**src/rtl/cpu_parameters.sv**
```systemverilog
// Shared CPU constants, issue FSM state encoding and the decoded-instruction slot layout.
package cpu_parameters;

  localparam int unsigned xlen   = 32;
  localparam int unsigned UOP_W  = 8;
  localparam int unsigned REG_AW = 5;

  typedef enum logic {
    ISS_EMPTY = 1'b0,
    ISS_HELD  = 1'b1
  } issue_state_t;

  typedef struct packed {
    logic [xlen-1:0]   pc;
    logic [UOP_W-1:0]  uop;
    logic [xlen-1:0]   imm;
    logic              rs1_v;
    logic [REG_AW-1:0] rs1;
    logic              rs2_v;
    logic [REG_AW-1:0] rs2;
    logic              rd_v;
    logic [REG_AW-1:0] rd;
  } issue_uop_t;

endpackage

```
**src/rtl/issue_stage.sv**
```systemverilog
// Issue stage: holds one decoded instruction, reads operands, waits for hazards
// to clear and execute to accept, then issues into the execute pipeline register.
module issue_stage
  import cpu_parameters::*;
#(
  parameter int unsigned XLEN  = cpu_parameters::xlen,
  parameter int unsigned UOP_W = cpu_parameters::UOP_W
) (
  input  logic             clk,
  input  logic             rst_n,
  input  logic             flush,
  input  logic             dec_valid,
  output logic             dec_ready,
  input  logic [XLEN-1:0]  dec_pc,
  input  logic [UOP_W-1:0] dec_uop,
  input  logic [XLEN-1:0]  dec_imm,
  input  logic             dec_rs1_v,
  input  logic [4:0]       dec_rs1,
  input  logic             dec_rs2_v,
  input  logic [4:0]       dec_rs2,
  input  logic             dec_rd_v,
  input  logic [4:0]       dec_rd,
  output logic             rf_r0_valid,
  output logic [4:0]       rf_r0_ad,
  output logic             rf_r1_valid,
  output logic [4:0]       rf_r1_ad,
  input  logic [XLEN-1:0]  rf_r0_data,
  input  logic [XLEN-1:0]  rf_r1_data,
  input  logic             rf_r_v,
  output logic             rf_block_rd,
  output logic [4:0]       rf_rd,
  output logic             ex_valid,
  input  logic             ex_ready,
  output logic [XLEN-1:0]  ex_pc,
  output logic [XLEN-1:0]  ex_imm,
  output logic [UOP_W-1:0] ex_uop,
  output logic [XLEN-1:0]  ex_op1,
  output logic [XLEN-1:0]  ex_op2,
  output logic             ex_rd_v,
  output logic [4:0]       ex_rd,
  output logic [31:0]      stall_cnt
);

  localparam int unsigned CNT_W = 32;

  issue_state_t     state_q, state_d;
  issue_uop_t       slot_q;
  logic             held;
  logic             fire;
  logic             accept;

  logic             ex_valid_q;
  logic [XLEN-1:0]  ex_pc_q, ex_imm_q, ex_op1_q, ex_op2_q;
  logic [UOP_W-1:0] ex_uop_q;
  logic             ex_rd_v_q;
  logic [4:0]       ex_rd_q;
  logic [CNT_W-1:0] stall_cnt_q;

  // Handshake terms: issue needs clean sources and a free or draining output register
  always_comb begin
    held      = (state_q == ISS_HELD);
    fire      = held & rf_r_v & (~ex_valid_q | ex_ready) & ~flush;
    dec_ready = ~flush & (~held | fire);
    accept    = dec_valid & dec_ready;
  end

  // State register
  always_ff @(posedge clk or negedge rst_n) begin
    if (!rst_n) state_q <= ISS_EMPTY;
    else        state_q <= state_d;
  end

  // Next-state logic; flush dominates from any state
  always_comb begin
    state_d = state_q;
    if (flush) begin
      state_d = ISS_EMPTY;
    end else begin
      case (state_q)
        ISS_EMPTY: if (accept)         state_d = ISS_HELD;
        ISS_HELD:  if (fire & ~accept) state_d = ISS_EMPTY;
        default:                       state_d = ISS_EMPTY;
      endcase
    end
  end

  // Held instruction slot, loaded on every accepted decode handshake
  always_ff @(posedge clk or negedge rst_n) begin
    if (!rst_n) begin
      slot_q <= '0;
    end else if (accept) begin
      slot_q.pc    <= xlen'(dec_pc);
      slot_q.uop   <= cpu_parameters::UOP_W'(dec_uop);
      slot_q.imm   <= xlen'(dec_imm);
      slot_q.rs1_v <= dec_rs1_v;
      slot_q.rs1   <= dec_rs1;
      slot_q.rs2_v <= dec_rs2_v;
      slot_q.rs2   <= dec_rs2;
      slot_q.rd_v  <= dec_rd_v;
      slot_q.rd    <= dec_rd;
    end
  end

  // Register-file read and scoreboard requests straight from the held slot
  always_comb begin
    rf_r0_valid = held & slot_q.rs1_v;
    rf_r0_ad    = held ? slot_q.rs1 : 5'd0;
    rf_r1_valid = held & slot_q.rs2_v;
    rf_r1_ad    = held ? slot_q.rs2 : 5'd0;
    rf_rd       = slot_q.rd;
    rf_block_rd = fire & slot_q.rd_v & (slot_q.rd != 5'd0);
  end

  // Execute valid: set on issue, dropped when consumed with nothing behind it or on flush
  always_ff @(posedge clk or negedge rst_n) begin
    if (!rst_n)        ex_valid_q <= 1'b0;
    else if (flush)    ex_valid_q <= 1'b0;
    else if (fire)     ex_valid_q <= 1'b1;
    else if (ex_ready) ex_valid_q <= 1'b0;
  end

  // Execute payload, replaced in place on issue; unused sources read as zero
  always_ff @(posedge clk or negedge rst_n) begin
    if (!rst_n) begin
      ex_pc_q   <= '0;
      ex_imm_q  <= '0;
      ex_uop_q  <= '0;
      ex_op1_q  <= '0;
      ex_op2_q  <= '0;
      ex_rd_v_q <= 1'b0;
      ex_rd_q   <= '0;
    end else if (fire) begin
      ex_pc_q   <= XLEN'(slot_q.pc);
      ex_imm_q  <= XLEN'(slot_q.imm);
      ex_uop_q  <= UOP_W'(slot_q.uop);
      ex_op1_q  <= slot_q.rs1_v ? rf_r0_data : '0;
      ex_op2_q  <= slot_q.rs2_v ? rf_r1_data : '0;
      ex_rd_v_q <= slot_q.rd_v;
      ex_rd_q   <= slot_q.rd;
    end
  end

  // Saturating count of held cycles that did not issue
  always_ff @(posedge clk or negedge rst_n) begin
    if (!rst_n) begin
      stall_cnt_q <= '0;
    end else if (held & ~fire & ~flush & (stall_cnt_q != {CNT_W{1'b1}})) begin
      stall_cnt_q <= stall_cnt_q + CNT_W'(1);
    end
  end

  assign ex_valid  = ex_valid_q;
  assign ex_pc     = ex_pc_q;
  assign ex_imm    = ex_imm_q;
  assign ex_uop    = ex_uop_q;
  assign ex_op1    = ex_op1_q;
  assign ex_op2    = ex_op2_q;
  assign ex_rd_v   = ex_rd_v_q;
  assign ex_rd     = ex_rd_q;
  assign stall_cnt = stall_cnt_q;

endmodule

```
**config.mk**
```make
export PLATFORM = sky130hd
export DESIGN_NAME = issue_stage
export DESIGN_NICKNAME = d
export VERILOG_FILES = /design/src/rtl/cpu_parameters.sv /design/src/rtl/issue_stage.sv
export SDC_FILE = /design/constraint.sdc
export NUM_CORES = 1
export LEC_CHECK = 0
export ABC_CLOCK_PERIOD_IN_PS = 3800
export CORE_ASPECT_RATIO = 1.4
export CORE_MARGIN = 10
export CORE_UTILIZATION = 49
export CTS_CLUSTER_SIZE = 25
export DETAILED_ROUTE_END_ITERATION = 8
export PLACE_DENSITY = 0.85
export RECOVER_POWER = 100
export SKIP_LAST_GASP = 1
export SYNTH_ARGS = -nofsm -noshare
export SYNTH_HDL_FRONTEND = slang
export SYNTH_SLANG_ARGS = --single-unit
```
**constraint.sdc**
```tcl
create_clock -name clk -period 3.8 [get_ports clk]
set_input_delay 0.76 -clock clk [delete_from_list [all_inputs] [get_ports clk]]
set_output_delay 0.76 -clock clk [all_outputs]
set_load 0.02 [all_outputs]
```
==> run summary, run 1 <==
Path type of the worst setup path -> primary input to output pin
Clock Tree Root -> clkbuf_16
Initial antenna violation count -> 5
Num CTS Buffers -> 26
Slew HR -> -23.37%
First-pass GRT wire length -> 48.90 mm
Drt first pass iters -> 5
Clk slew on worst S/H paths -> 0.06 ns
WP data arrival -> 2.87 ns
Setup TNS -> 0 ns
Post-Synthesis Cells -> 976
Largest net degree at the start of global routing -> 142
Fin crit period -> 3.633 ns
Area post-placement -> 14220 um2
Post-CTS setup buffer count -> 0
Post-route DRC -> 0
Die H -> 192.9 um
RSZ-0062 raised after global routing -> false
Synth area leader -> dfrtp_1
Total global-route track usage -> 22.36%
CTS tree -> done
Die ar. -> 27690 um2
Final setup fails -> 0
Antenna Nets Post-Route -> 0
Wire per inst -> 19.72 um
H-tree levels -> 1
Post_cts resized -> 0
Clock Tree Buf Depth -> 3
Tcrit/Tclk final -> 95.61%
Setup Skew -> 0.02707 ns
Worst setup margin -> 0.1668 ns
Post-synth top cells -> nand2_1, dfrtp_1, mux2_2, nand3_1, clkbuf_1
Buffer and inverter count on the worst path -> 2
Sequential share of the synthesized area -> 63.61%
Layout cells sized above 1 -> 10.97%
Primary FF master, synth -> dfrtp_1
Setup slack at placement -> 0.3621 ns
P per Cell Area -> 564.1 nW/um2
Worst skew pair latency -> 0.54 ns
Initial Utilization -> 49.54%
Hold/Removal Path Class -> register to register
Post-route design area -> 15010 um2
Final Util -> 71.03%
Netlist cell types -> 31
Crit-path cells -> dlygate4sd3_1 -> nand2_1 -> or3_1 -> a21oi_1 -> clkdlybuf4s50_1
P_int -> 5833 uW
Syn_nets -> 1137
# rows -> 63
Psw -> 2632 uW
Die Wd -> 143.5 um
Clock share of power -> 29.4%
Worst slew pin tran -> 1.851 ns
Buffers on Ports -> 353
Top-count cell post-synth -> nand2_1
Critical Path RT -> 3.04 ns
IO Pins -> 354
Yosys top cell area share -> 63.61%
F_max -> 275.2 MHz
Number of flops mapped to enable cells by yosys -> 0
Vias -> 8330
Sequential fraction of design power -> 44.2%
Violated checks -> max-capacitance violations, max-slew violations
Sw Share -> 31.09%
Core Region -> 21130 um2
Synth Area per Inst -> 10.72 um2
Aggregate global routing overflow -> 0
Critical Path Fanout Max -> 3
Nature of the critical path endpoint -> output pin
Final #Nets -> 1474
Asr flop ratio synth -> 100.0%
Vias in the first global route -> 8835
Max incr delay on CP -> 0.70 ns
Final WL -> 31.45 mm
Area growth from synthesis to layout -> 43.39%
Fin. Hold Viols -> 0
Initial drt markers -> 454
Max-cap viol count -> 2
Top area cells in the synthesized netlist -> dfrtp_1, nand2_1, mux2_2, nand3_1, xnor2_1
Final slew viol count -> 150
Run status -> complete, but fails checks
Drt via density -> 5.223
Gate power share -> 26.5%
Critical Path Start Type -> primary input
Clock Sinks -> 266
Hpwl dp -> 22.72 mm
GPL Wtd Cong -> 0.8826
Critical path's slowest cell -> clkdlybuf4s50_1
Cts-stage hold buffer count -> 0
Seq cells post-synth -> 266
Cell Area, Synth -> 10470 um2
VDD IR max -> 0.4005 mV
Crit path max-delay family -> buffers and inverters
Pleak -> 0.007363 uW
Syn. warnings -> 0
-- power groups by stage --
stage                     combinational (uW)  clock (uW)  sequential, uW
after floorplan                          617           0            4230
after global placement                  2360           0            3760
after detailed placement                2420           0            3800
after CTS                               2430        2550            3760
after global routing                    2410        2670            3810
final                                   2240        2490            3740
-- registers in the layout (all words and copies together) (netlist names) --
name       cells
ex_imm        32
ex_op1        32
ex_op2        32
ex_pc         32
ex_rd          5
ex_rd_v        1
ex_uop         8
ex_valid       1
held           1
rf_rd          5
slot_q        85
stall_cnt     32
-- per-stage QoR --
step,hold slack [ns],cells,power (uW)
final,0.4424,1595,8465
after global routing,0.4788,1594,8889
after CTS,0.2051,1591,8737
after detailed placement,0.4487,1545,6219
after global placement,0.4385,1545,6125
after floorplan,0.4331,976,4846
-- worst register-to-register path: stages, from the launching register on --
cell      delay [ns]
dfrtp_1         0.36
nor2b_1         0.19
or3_1           0.16
clkbuf_2        1.11
buf_4           0.87
nand2_1         0.17
nand2_1         0.11
-- worst paths after layout --
kind	slack, ns	startpoint	depth (start not counted)	endpoint
min in group asynchronous	0.73	rst_n	1	slot_q[36]$_DFFE_PN0P_
setup reg to reg	0.79	ex_valid$_DFFE_PN0P_	6	ex_imm[16]$_DFFE_PN0P_
hold / removal	0.44	slot_q[27]$_DFFE_PN0P_	2	ex_imm[9]$_DFFE_PN0P_
hold reg to reg	0.44	slot_q[27]$_DFFE_PN0P_	2	ex_imm[9]$_DFFE_PN0P_
max in group asynchronous	0.75	rst_n	2	ex_uop[0]$_DFFE_PN0P_
setup / recovery	0.17	rf_r_v	5	dec_ready
-- cells by family after synthesis --
family                   share of synthesized area, %
AND/OR/NAND/NOR                                 20.88
flip-flops                                      63.61
multiplexers                                    9.900
buffers and inverters                           2.499
XOR/XNOR                                        2.427
AO/OA/AOI/OAI                                  0.5739
adder cells (fa/ha/maj)                        0.1195
-- final cells by class --
| cell class | count | area, um2 |
|---|---|---|
| antenna | 4 | 10.01 |
| clock buffer | 38 | 745.7 |
| clock inverter | 8 | 81.33 |
| fill | 1532 | 6120 |
| inverter | 6 | 22.52 |
| multi-input combinational | 649 | 3538 |
| sequential | 266 | 6656 |
| tap | 260 | 325.3 |
| timing repair buffer | 364 | 3626 |
-- placed cells by master, fill, tap and decap left out, types with 11 or more instances in the layout --
cell,instances
nand3_1,75
xnor2_1,18
and2_1,12
dfrtp_1,266
clkbuf_16,26
xor2_1,11
nand2_1,381
nand4_1,11
mux2_2,92
nor3_1,13
clkdlybuf4s50_1,157
dlygate4sd3_1,195
-- metal layers --
metal,GRT usage (%),part of all wire (%)
met2,39.72,53
met4,9.134,4.2
met1,24.53,35
met3,6.402,7.9
met5,0,0.083
Note: power is estimated with default switching activity, not from simulation.
==> inputs of run 2 (changes only) <==
GPL_TIMING_DRIVEN = 0   (was unset)
==> run summary, run 2 (synthesized netlist as in run 1, its figures left out) <==
Run status -> complete, but fails checks
Violated checks -> max-capacitance violations, max-slew violations
Tcrit/Tclk final -> 95.71%
Clock Tree Buf Depth -> 3
P per Cell Area -> 573.4 nW/um2
Initial antenna violation count -> 1
Area post-placement -> 14380 um2
M1 WL -> 11.53 mm
Drt via density -> 5.187
Post-route DRC -> 0
Hold_ws -> 0.4583 ns
Initial drt markers -> 377
Fin. Hold Viols -> 0
Die Wd -> 143.5 um
Die H -> 192.9 um
Crit-path cells -> dlygate4sd3_1 -> nor2b_1 -> or3_1 -> buf_2 -> a21oi_1 -> clkdlybuf4s50_1
Clock Tree Root -> clkbuf_16
Multi-input logic area -> 3537 um2
Most frequent cells in the layout -> nand2_1, dfrtp_1, dlygate4sd3_1
Buffer and inverter count on the worst path -> 3
Vias in the first global route -> 9103
Setup slack at placement -> -0.7915 ns
F_max -> 275.0 MHz
Crit path max-delay family -> buffers and inverters
Area growth from synthesis to layout -> 45.88%
Max-cap viol count -> 1
Final WL -> 33.40 mm
Slew HR -> -97.98%
Critical Path Start Type -> primary input
Max Used Layer -> met4
Routed met2 length -> 17.47 mm
Die ar. -> 27690 um2
Fin crit period -> 3.637 ns
RSZ-0062 raised after global routing -> false
Met3 WL post-DR -> 2.817 mm
Final slew viol count -> 54
Total global-route track usage -> 23.72%
First-pass GRT wire length -> 51.27 mm
H-tree levels -> 1
Max FFs per register -> 85
Hpwl dp -> 24.79 mm
Critical path's slowest cell -> clkdlybuf4s50_1
Worst skew pair latency -> 0.53 ns
Layout cells sized above 1 -> 10.73%
Critical Path Fanout Max -> 9
Largest Register -> slot_q
Path type of the worst setup path -> primary input to output pin
Core Region -> 21130 um2
GPL Wtd Cong -> 0.8741
Clk slew on worst S/H paths -> 0.06 ns
Critical Path RT -> 3.04 ns
# rows -> 63
WP data arrival -> 2.88 ns
Pleak -> 0.007454 uW
Buffers on Ports -> 353
Antenna Nets Post-Route -> 0
Fill cell count -> 1470
Setup Skew -> 0.01096 ns
Largest net degree at the start of global routing -> 122
Max incr delay on CP -> 0.71 ns
Worst setup margin -> 0.1631 ns
Final setup fails -> 0
Post-route design area -> 15270 um2
Wire per inst -> 20.34 um
Commonest non-fill, non-tap cell in the layout -> nand2_1
Initial Utilization -> 49.54%
Storage cell area -> 6656 um2
Vias -> 8517
Drt first pass iters -> 6
Nature of the critical path endpoint -> output pin
Aggregate global routing overflow -> 0
Hold/Removal Path Class -> register to register
Clock Sinks -> 266
Num CTS Buffers -> 26
VDD IR max -> 0.6373 mV
Final #Nets -> 1521
IO Pins -> 354
Worst slew pin tran -> 2.970 ns
CTS tree -> done
==> run 2: routing by layer <==
metal | GRT usage, % | vias to the layer above
met5 | 0 | -
met2 | 42.10 | 287
li1 | - | 3948
met1 | 25.28 | 4198
met3 | 7.289 | 84
met4 | 10.79 | 0
==> run 2: per-stage QoR <==
| step | setup TNS (ns) | instances | power [uW] | utilization, % |
|---|---|---|---|---|
| after floorplan | 0 | 976 | 4846 | - |
| after global placement | -2451.47 | 1589 | 6157 | 67.80 |
| after detailed placement | -0.7915 | 1591 | 6243 | 68.09 |
| after CTS | 0 | 1639 | 9012 | 72.52 |
| after global routing | 0 | 1640 | 9158 | 72.24 |
| final | 0 | 1642 | 8753 | 72.26 |
==> run 2: final cells by class <==
| class | count | share of cell area, % |
|---|---|---|
| Sequential cell | 266 | 43.60 |
| Timing Repair Buffer | 356 | 23.41 |
| Multi-Input combinational cell | 649 | 23.17 |
| Clock buffer | 34 | 4.786 |
| Tap cell | 260 | 2.131 |
| Buffer | 55 | 1.508 |
| Clock inverter | 13 | 1.197 |
| Inverter | 6 | 0.1475 |
| Antenna cell | 3 | 0.04918 |
==> run 2: final timing paths <==
| kind | endpoint | cells after the start | from | slack, ns |
|---|---|---|---|---|
| worst min register to register | ex_op2[27]$_DFFE_PN0P_ | 2 | ex_op2[27]$_DFFE_PN0P_ | 0.46 |
| worst min-delay path | ex_op2[27]$_DFFE_PN0P_ | 2 | ex_op2[27]$_DFFE_PN0P_ | 0.46 |
| max in group asynchronous | ex_op2[16]$_DFFE_PN0P_ | 2 | rst_n | 0.62 |
| min in group asynchronous | ex_imm[20]$_DFFE_PN0P_ | 1 | rst_n | 1.20 |
| worst max-delay path | dec_ready | 6 | ex_ready | 0.16 |
| worst max register to register | slot_q[49]$_DFFE_PN0P_ | 7 | held$_DFF_PN0_ | 1.03 |
==> run 2: power by group <==
group          switching [uW]  internal (uW)
combinational            1270           1020
sequential                331           3410
clock                    1100           1630
total                    2700           6050
==> run 2: repair_timing <==
action                                  4_1_cts  5_1_grt
gates resized for setup                       4        0
setup buffers                                 1        0
endpoints found under the setup margin        1        0
hold endpoints to repair                      0        0
hold buffers                                  0        0
==> run 2: worst reg2reg max path: stages (launching register included) <==
cell and delay (ns):
dfrtp_1 0.50, nand2_1 0.17, or3_1 0.32, buf_2 0.22, a21oi_1 0.23, nand2_1 0.40, clkbuf_1 0.44, mux2_2 0.38
==> patch (settings of run 1) <==
`UOP_W`: 8 -> 12.
--- a/src/rtl/cpu_parameters.sv
+++ b/src/rtl/cpu_parameters.sv
@@ -4,3 +4,3 @@
   localparam int unsigned xlen   = 32;
-  localparam int unsigned UOP_W  = 8;
+  localparam int unsigned UOP_W  = 12;
   localparam int unsigned REG_AW = 5;
Interface: changed (resized dec_uop and ex_uop); port bits go from 354 to 362. No check against the original RTL was run, so the function may have changed too.
==> patch against run 1 <==
The flow still finishes with violations (max-capacitance violations, max-slew violations). Count of clock-buffer cells in the layout is 2 higher. Wire length up 1.3%. Synthesized area up 3.7%. Combinational power up 22%. Worst setup slack better by 270 ps. Total power grew 8.7%. Sequential cell count grew 8. Design area is 3.5% higher. Highest routed layer is now met4.
==> patch: results <==
group,metric,value,unit
status,status,"complete, but fails checks",
status,violations,"max-capacitance violations, max-slew violations",
route,dr.pass1.iters,4,
final_layout,finalNetCount,1371,
worst_setup_path,reg2reg_to,"stall_cnt[18]$_DFFE_PN0P_",
worst_setup_path,arrival,3760,ps
worst_setup_path,critPathTopFamily,"buffers and inverters",
route,wl_per_cell,20.9,um
logic_synthesis,synthArstFlopShare,1.00,
run,drv_cap,2,
final_layout,final_layout_size_suffix_gt1_frac,0.141,
power_and_ir_drop,p_leak,7.07,nW
route,routed_via_density,5.23,
power_and_ir_drop,vdd_drop_max,0.427,mV
final_layout,top_register,"slot_q",
worst_setup_path,r2r_cells,6,
logic_synthesis,yosys-top-cells-area,"dfrtp_1 63%, mux2_2 12%, mux2_1 6.2%",
global_routing,first_global_vias,8680,
clock_network,cts_buffers,27,
worst_setup_path,critPathSlowestCell,"clkbuf_2",
min_path,hold_depth,2,
sta,tightest_slew,2840,ps
min_path,hold_end,"ex_op2[27]$_DFFE_PN0P_",
logic_synthesis,avgSynthCellArea,12.8,um2
route,initialDrtViolationCount,352,
place,dp_worst_setup_slack,476,ps
logic_synthesis,synth_common_cells,"274 x dfrtp_1, 152 x nand2_1, 116 x mux2_2, 67 x o21ai_0, 60 x mux2_1",
final_layout,largest_reg_flops,89,
worst_setup_path,max_stage_delay,910,ps
place,gp_congestion,0.867,
sta,clock_skew,12.1,ps
logic_synthesis,yosysUniqueCellTypes,35,
clock_network,post_cts_buffers,0,
global_routing,grt_max_degree,124,
sta,whs,469,ps
logic_synthesis,seq_area_frac_synth,0.632,
place,port_buffers,361,
logic_synthesis,yosysWarnings,0,
global_routing,track_usage,0.217,
sta,slew_viol_final,198,
min_path,hp-class,"reg2reg",
worst_setup_path,rrSetupSlack,820,ps
logic_synthesis,syn_nets,1015,
global_routing,antenna_found_initial,3,
logic_synthesis,synth-main-ff-cell,"dfrtp_1",
global_routing,grt_pass1_wl,49.6,mm
worst_setup_path,r2r_start,"stall_cnt[0]$_DFFE_PN0P_",
final_layout,stdcell_count,1522,
min_path,hold_path_startpoint,"ex_op2[27]$_DFFE_PN0P_",
place,dpl.hpwl,23.3,mm
clock_network,clk_pin_slew_worst_paths,60,ps
place,place_area,14800,um2
worst_setup_path,path_max_fanout,84,
clock_network,cts_resized,0,
clock_network,worstSkewPairLatency,520,ps
## patch: cell families (layout without fill, tap and decap cells)
logic type | after synthesis | count (layout) | share of synthesized area
other cells | 0 | 3 | 0
compound gates | 80 | 80 | 0.0410
flops | 274 | 274 | 0.632
simple gates | 238 | 238 | 0.0973
mux | 177 | 177 | 0.184
buf+inv | 53 | 425 | 0.0234
fa+ha+maj | 1 | 1 | 0.00115
xor+xnor | 27 | 27 | 0.0218
## patch: how the worst max path moves through the flow
stage | slack, ps | cells after the start | start | end
floorplan | 980 | 6 | ex_ready | dec_ready
global placement | 510 | 7 | rf_r_v | ex_pc[24]$_DFFE_PN0P_
detailed placement | 480 | 6 | ex_ready | ex_pc[24]$_DFFE_PN0P_
CTS | 490 | 6 | rf_r_v | rf_block_rd
global route | 260 | 6 | ex_ready | ex_pc[25]$_DFFE_PN0P_
finish | 440 | 6 | ex_ready | ex_rd[2]$_DFFE_PN0P_
## patch: power by group
| part | leakage [nW] | switching [mW] | total [mW] | internal [mW] |
|---|---|---|---|---|
| sequential | 3.39 | 0.367 | 3.98 | 3.61 |
| combinational | 3.27 | 1.44 | 2.73 | 1.29 |
| clock | 0.410 | 1.06 | 2.49 | 1.43 |
| total | 7.07 | 2.87 | 9.20 | 6.33 |
## patch: cell type report
type / count / area, um2
antenna: 3 / 7.51
clock buffer: 40 / 795
clock inverter: 5 / 28.8
fill: 1500 / 6340
inverter: 5 / 18.8
multi-input combinational: 523 / 3720
sequential: 274 / 6860
tap: 297 / 372
timing repair buffer: 375 / 3730
## patch: per-layer routing
layer,GRT usage,share of wire,vias to the layer above
met4,0.0897,0.037,0
met1,0.225,0.35,3998
li1,-,-,3610
met5,0,0,-
met3,0.0622,0.074,61
met2,0.400,0.54,293
